`src/rtl/uvmt_apb_st_dut_pkg.sv`:
```
// Shared types, constants and address checking for the APB memory completer.
package uvmt_apb_st_dut_pkg;

  typedef enum logic [1:0] {
    StIdle,
    StAccess,
    StDone
  } apb_state_e;

  localparam logic [3:0] LFSR_SEED = 4'b1001;
  // x^4 + x^3 + 1: feedback from the two most significant stages
  localparam logic [3:0] LFSR_TAPS = 4'b1100;

  function automatic logic addr_is_err(input logic [31:0] addr, input int unsigned depth);
    return (addr[1:0] != 2'b00) || ((addr >> 2) >= depth);
  endfunction

endpackage

```
`src/rtl/uvmt_apb_st_dut_lfsr.sv`:
```
// 4-bit Fibonacci LFSR with advance enable, used to pick pseudo-random wait counts.
module uvmt_apb_st_dut_lfsr
  import uvmt_apb_st_dut_pkg::*;
(
  input  logic       clk,
  input  logic       reset,
  input  logic       advance,
  output logic [3:0] value
);

  logic [3:0] lfsr_q;

  always_ff @(posedge clk or posedge reset) begin
    if (reset) begin
      lfsr_q <= LFSR_SEED;
    end else if (advance) begin
      lfsr_q <= {lfsr_q[2:0], ^(lfsr_q & LFSR_TAPS)};
    end
  end

  assign value = lfsr_q;

endmodule

```
`src/rtl/uvmt_apb_st_dut_mem.sv`:
```
// APB4 completer backed by a word-addressed register memory with registered responses.
// Define UVMT_APB_ST_DUT_MEM_WAIT_STATES_EN to insert 0..3 pseudo-random wait states.
module uvmt_apb_st_dut_mem
  import uvmt_apb_st_dut_pkg::*;
#(
  parameter int unsigned DATA_WIDTH = 32,
  parameter int unsigned ADDR_WIDTH = 8,
  parameter int unsigned DEPTH      = 64
) (
  input  logic                    clk,
  input  logic                    reset,
  input  logic                    psel,
  input  logic                    penable,
  input  logic [ADDR_WIDTH-1:0]   paddr,
  input  logic                    pwrite,
  input  logic [DATA_WIDTH-1:0]   pwdata,
  input  logic [DATA_WIDTH/8-1:0] pstrb,
  output logic [DATA_WIDTH-1:0]   prdata,
  output logic                    pready,
  output logic                    pslverr
);

  localparam int unsigned IDX_W  = $clog2(DEPTH);
  localparam int unsigned STRB_W = DATA_WIDTH / 8;

  apb_state_e state_q, state_d;

  logic [ADDR_WIDTH-1:0] addr_q;
  logic                  write_q;
  logic [DATA_WIDTH-1:0] wdata_q;
  logic [STRB_W-1:0]     strb_q;
  logic [1:0]            cnt_q, cnt_d;
  logic                  pready_q, pready_d;
  logic                  pslverr_q, pslverr_d;
  logic [DATA_WIDTH-1:0] prdata_q, prdata_d;
  logic [DATA_WIDTH-1:0] mem_q [DEPTH];

  logic                  setup;
  logic                  complete;
  logic [1:0]            wait_cnt;
  logic [ADDR_WIDTH-1:0] resp_addr;
  logic                  resp_write;
  logic                  resp_err;
  logic [IDX_W-1:0]      resp_idx;
  logic                  do_write;

  assign setup = (state_q == StIdle) && psel && !penable;

`ifdef UVMT_APB_ST_DUT_MEM_WAIT_STATES_EN
  logic [3:0] lfsr_value;

  uvmt_apb_st_dut_lfsr u_lfsr (
    .clk     (clk),
    .reset   (reset),
    .advance (setup),
    .value   (lfsr_value)
  );

  assign wait_cnt = lfsr_value[1:0];
`else
  assign wait_cnt = 2'd0;
`endif

  // A zero-wait completion is registered on the setup edge, before the capture regs load.
  assign resp_addr  = (state_q == StIdle) ? paddr : addr_q;
  assign resp_write = (state_q == StIdle) ? pwrite : write_q;
  assign resp_err   = addr_is_err(32'(resp_addr), DEPTH);
  assign resp_idx   = resp_addr[IDX_W+1:2];

  always_comb begin
    state_d   = state_q;
    cnt_d     = cnt_q;
    complete  = 1'b0;
    pready_d  = 1'b0;
    pslverr_d = 1'b0;
    prdata_d  = '0;
    unique case (state_q)
      StIdle: begin
        if (setup) begin
          if (wait_cnt == 2'd0) begin
            state_d  = StDone;
            complete = 1'b1;
          end else begin
            state_d = StAccess;
            cnt_d   = wait_cnt - 2'd1;
          end
        end
      end
      StAccess: begin
        if (!psel) begin
          state_d = StIdle;
        end else if (cnt_q != 2'd0) begin
          cnt_d = cnt_q - 2'd1;
        end else begin
          state_d  = StDone;
          complete = 1'b1;
        end
      end
      StDone: state_d = StIdle;
      default: state_d = StIdle;
    endcase
    if (complete) begin
      pready_d  = 1'b1;
      pslverr_d = resp_err;
      prdata_d  = (resp_err || resp_write) ? '0 : mem_q[resp_idx];
    end
  end

  always_ff @(posedge clk or posedge reset) begin
    if (reset) begin
      state_q   <= StIdle;
      cnt_q     <= 2'd0;
      pready_q  <= 1'b0;
      pslverr_q <= 1'b0;
      prdata_q  <= '0;
      addr_q    <= '0;
      write_q   <= 1'b0;
      wdata_q   <= '0;
      strb_q    <= '0;
    end else begin
      state_q   <= state_d;
      cnt_q     <= cnt_d;
      pready_q  <= pready_d;
      pslverr_q <= pslverr_d;
      prdata_q  <= prdata_d;
      if (setup) begin
        addr_q  <= paddr;
        write_q <= pwrite;
        wdata_q <= pwdata;
        strb_q  <= pstrb;
      end
    end
  end

  assign do_write = (state_q == StDone) && write_q && psel && penable &&
                    !addr_is_err(32'(addr_q), DEPTH);

  always_ff @(posedge clk or posedge reset) begin
    if (reset) begin
      for (int i = 0; i < DEPTH; i++) begin
        mem_q[i] <= '0;
      end
    end else if (do_write) begin
      for (int b = 0; b < STRB_W; b++) begin
        if (strb_q[b]) begin
          mem_q[addr_q[IDX_W+1:2]][8*b +: 8] <= wdata_q[8*b +: 8];
        end
      end
    end
  end

  assign prdata  = prdata_q;
  assign pready  = pready_q;
  assign pslverr = pslverr_q;

endmodule

```
`config.mk`:
```
export PLATFORM = sky130hd
export DESIGN_NAME = uvmt_apb_st_dut_mem
export DESIGN_NICKNAME = d
export VERILOG_FILES = /design/src/rtl/uvmt_apb_st_dut_pkg.sv /design/src/rtl/uvmt_apb_st_dut_lfsr.sv /design/src/rtl/uvmt_apb_st_dut_mem.sv
export SDC_FILE = /design/constraint.sdc
export NUM_CORES = 2
export LEC_CHECK = 0
export ABC_AREA = 1
export CORE_UTILIZATION = 55
export CTS_BUF_LIST = sky130_fd_sc_hd__clkbuf_8
export CTS_CLUSTER_DIAMETER = 120
export DETAILED_ROUTE_END_ITERATION = 12
export HOLD_SLACK_MARGIN = 0.15
export PLACE_DENSITY = 0.71
export SYNTH_ARGS = -nofsm -noshare
export SYNTH_HDL_FRONTEND = slang
export SYNTH_SLANG_ARGS = --single-unit
export TNS_END_PERCENT = 100
```
`constraint.sdc`:
```
create_clock -name clk -period 143.8 [get_ports clk]
set_input_delay 35.95 -clock clk [delete_from_list [all_inputs] [get_ports clk]]
set_output_delay 35.95 -clock clk [all_outputs]
set_load 0.01 [all_outputs]
```
==> flow_summary.ini <==
[yosys]
syn_avg_cell_area_um2 = 8.279
syn_nets = 11950
yosys_warnings = 0
synth-seq-cells = 2128
yosys.area.top_type_share_pct = 54.05
synth_area_leaders = dfrtp_1, nand2_1, nand3_1
synth.distinct_cells = 25
netlist.top_cell.by_area = dfrtp_1
seq_area_frac_synth_pct = 54.05
netlist_instances = 11900
netlist_area_mm2 = 0.09853

[sta]
setup_viol = 0
rsz0062_at_grt = false
relSlewSlack_pct = 9.276
fin_crit_sh_pct = 28.45
fin_crit_ns = 40.91
clock.fmax_mhz = 24.44
worst_hold_slack_ns = 0.4793
finalHoldViolCount = 0
worst_pin_slew_ns = 1.359
tns_ns = 0
drv_slew = 0
finClkSkew_ns = 0.07251

[power]
leakagePower_nw = 48.84
vdd_ir_drop_max_v = 0.00001119
powerDensity_mw_per_mm2 = 12.31

[floorplan]
die_y_um = 425.3
initial_core_util_pct = 55.64
rows = 154
core_mm2 = 0.1771
io_pins = 83
dieWidth_um = 425.3
die_area_mm2 = 0.1808

[final_layout]
final_cell_mix = nand2_1, dfrtp_1, nand3_1, o21ai_0, clkbuf_8
drive_above_1_share_pct = 8.447
layout.nets = 11600
nFillCells = 15560
area_growth_pct = 7.076
final_common_cell = nand2_1

[setup_path]
worst-path-max-fanout = 97
startpoint_type = input pin
setup.worst_path.end_class = asynchronous set/reset pin
criticalPathCategory = input pin to asynchronous set/reset pin
cp.required_ns = 144.89
critical_path_arrival_ns = 42.00

[clock_network]
cts_made_buffers = 369
post_cts_buffers = 0
cts.sinks = 2128
cts_resized = 0
htreeDepth = 5
cts_tree = built
path_clk_slew_ns = 0.06
clock_latency_ns = 1.10
cts_hold_buf = 0
cts_buffer_depth = 4
cts-root-buf = clkbuf_8

[grt]
grt_use_total_pct = 35.09
grt_pass1_wl_um = 490200
antenna_found_initial = 8
grt_max_degree = 195
grt_pass1_vias = 81150
overflow = 0

[drt]
totalWireLength_um = 316800
drcViolationCount = 0
first_pass_iters = 6
ant_nets = 0
dr.first_iter.drc_count = 11080
wl_per_cell_um = 22.43
num_vias = 85250
routed_via_density = 6.036

[placement]
dp_hpwl_um = 185500
numPortBuffers = 82
place_congestion = 0.9066

[flow_run]
drv_cap = 0

[min_path]
hold_class = flop to flop

[outcome]
status = complete, no violations
[cell families after synthesis]
kind of cell | after synthesis | share of synthesized area [%]
flops | 2128 | 54.05
buf+inv | 1066 | 5.730
compound gates | 2100 | 10.68
simple gates | 6607 | 29.55
[path summary, 6_finish.rpt]
check,start,to,slack [ns],cells past startpoint
min,mem_q[58]$_DFFE_PP0P_,mem_q[58]$_DFFE_PP0P_,0.48,2
min in group asynchronous,reset,mem_q[1206]$_DFFE_PP0P_,35.38,2
max in group clk,paddr[2],prdata[10]$_DFF_PP0_,103.37,16
min reg2reg,mem_q[58]$_DFFE_PP0P_,mem_q[58]$_DFFE_PP0P_,0.48,2
max,reset,mem_q[386]$_DFFE_PP0P_,102.89,8
max reg2reg,state_q[1]$_DFFE_PP0P_,prdata[10]$_DFF_PP0_,137.95,15
[flip-flops by register name, summed over array words and instances (netlist names)]
register  cells
write_q       1
state_q       1
prdata       32
pready        1
strb_q        4
pslverr       1
wdata_q      32
mem_q      2048
addr_q        8
[final cells by class]
cell class                      instances  area [um2]  share of cell area, %
Sequential cell                      2128       53250                  50.47
Clock inverter                        152       656.9                 0.6226
Tap cell                             2340        2928                  2.775
Multi-Input combinational cell       8707       39860                  37.78
Timing Repair Buffer                  253        2225                  2.109
Antenna cell                            4       10.01               0.009488
Clock buffer                          452        6221                  5.897
Inverter                               88       350.3                 0.3321
[Yosys cell counts]
library cell and number:
o21ai_1 136, buf_12 12, inv_1 82, dfrtp_1 2128, buf_2 367, o21ai_2 3
nand2_2 60, inv_4 1, nor3_1 1, nand3_1 2124, a21oi_1 2, clkbuf_1 404
nor2_8 4, nor2_1 154, o21ai_0 1959, nand2_4 185, buf_1 48, nand3_4 1
buf_6 116, buf_4 31, inv_2 5, nor3_4 1, nand2_1 4072, nor2_4 1
nand3b_1 4
[critical path: stages]
cell and delay, ns:
clkdlybuf4s50_1 0.49, inv_8 0.48, buf_4 0.71, buf_4 0.82
buf_4 0.78, buf_4 0.88, buf_4 0.80, buf_4 0.78
[layer usage]
layer	track usage [%]	up-vias	wire [um]
met4	19.59	16	19030
met2	51.20	4437	137200
met1	47.34	41370	125400
met3	9.700	866	35040
li1	-	38560	-
met5	0	-	111
[power breakdown]
| group | leakage (nW) | switching (mW) | internal, mW |
|---|---|---|---|
| Sequential | 29.6 | 0.00392 | 0.605 |
| Combinational | 15.2 | 0.130 | 0.0305 |
| Clock | 4.02 | 0.247 | 0.282 |
| Total | 48.8 | 0.381 | 0.918 |
[metrics by stage]
step	util, %	setup slack, ns	cell area (um2)	cells	power (mW)
2_1_floorplan	-	47.73	98530	11900	0.7195
3_3_place_gp	55.68	101.65	98590	13510	0.7748
3_5_place_dp	55.68	101.53	98590	13510	0.7762
4_1_cts	59.56	102.69	105500	14120	1.299
5_1_grt	59.57	102.01	105500	14120	1.339
6_report	59.58	102.89	105500	14120	1.299
(Power assumes the default switching activity.)
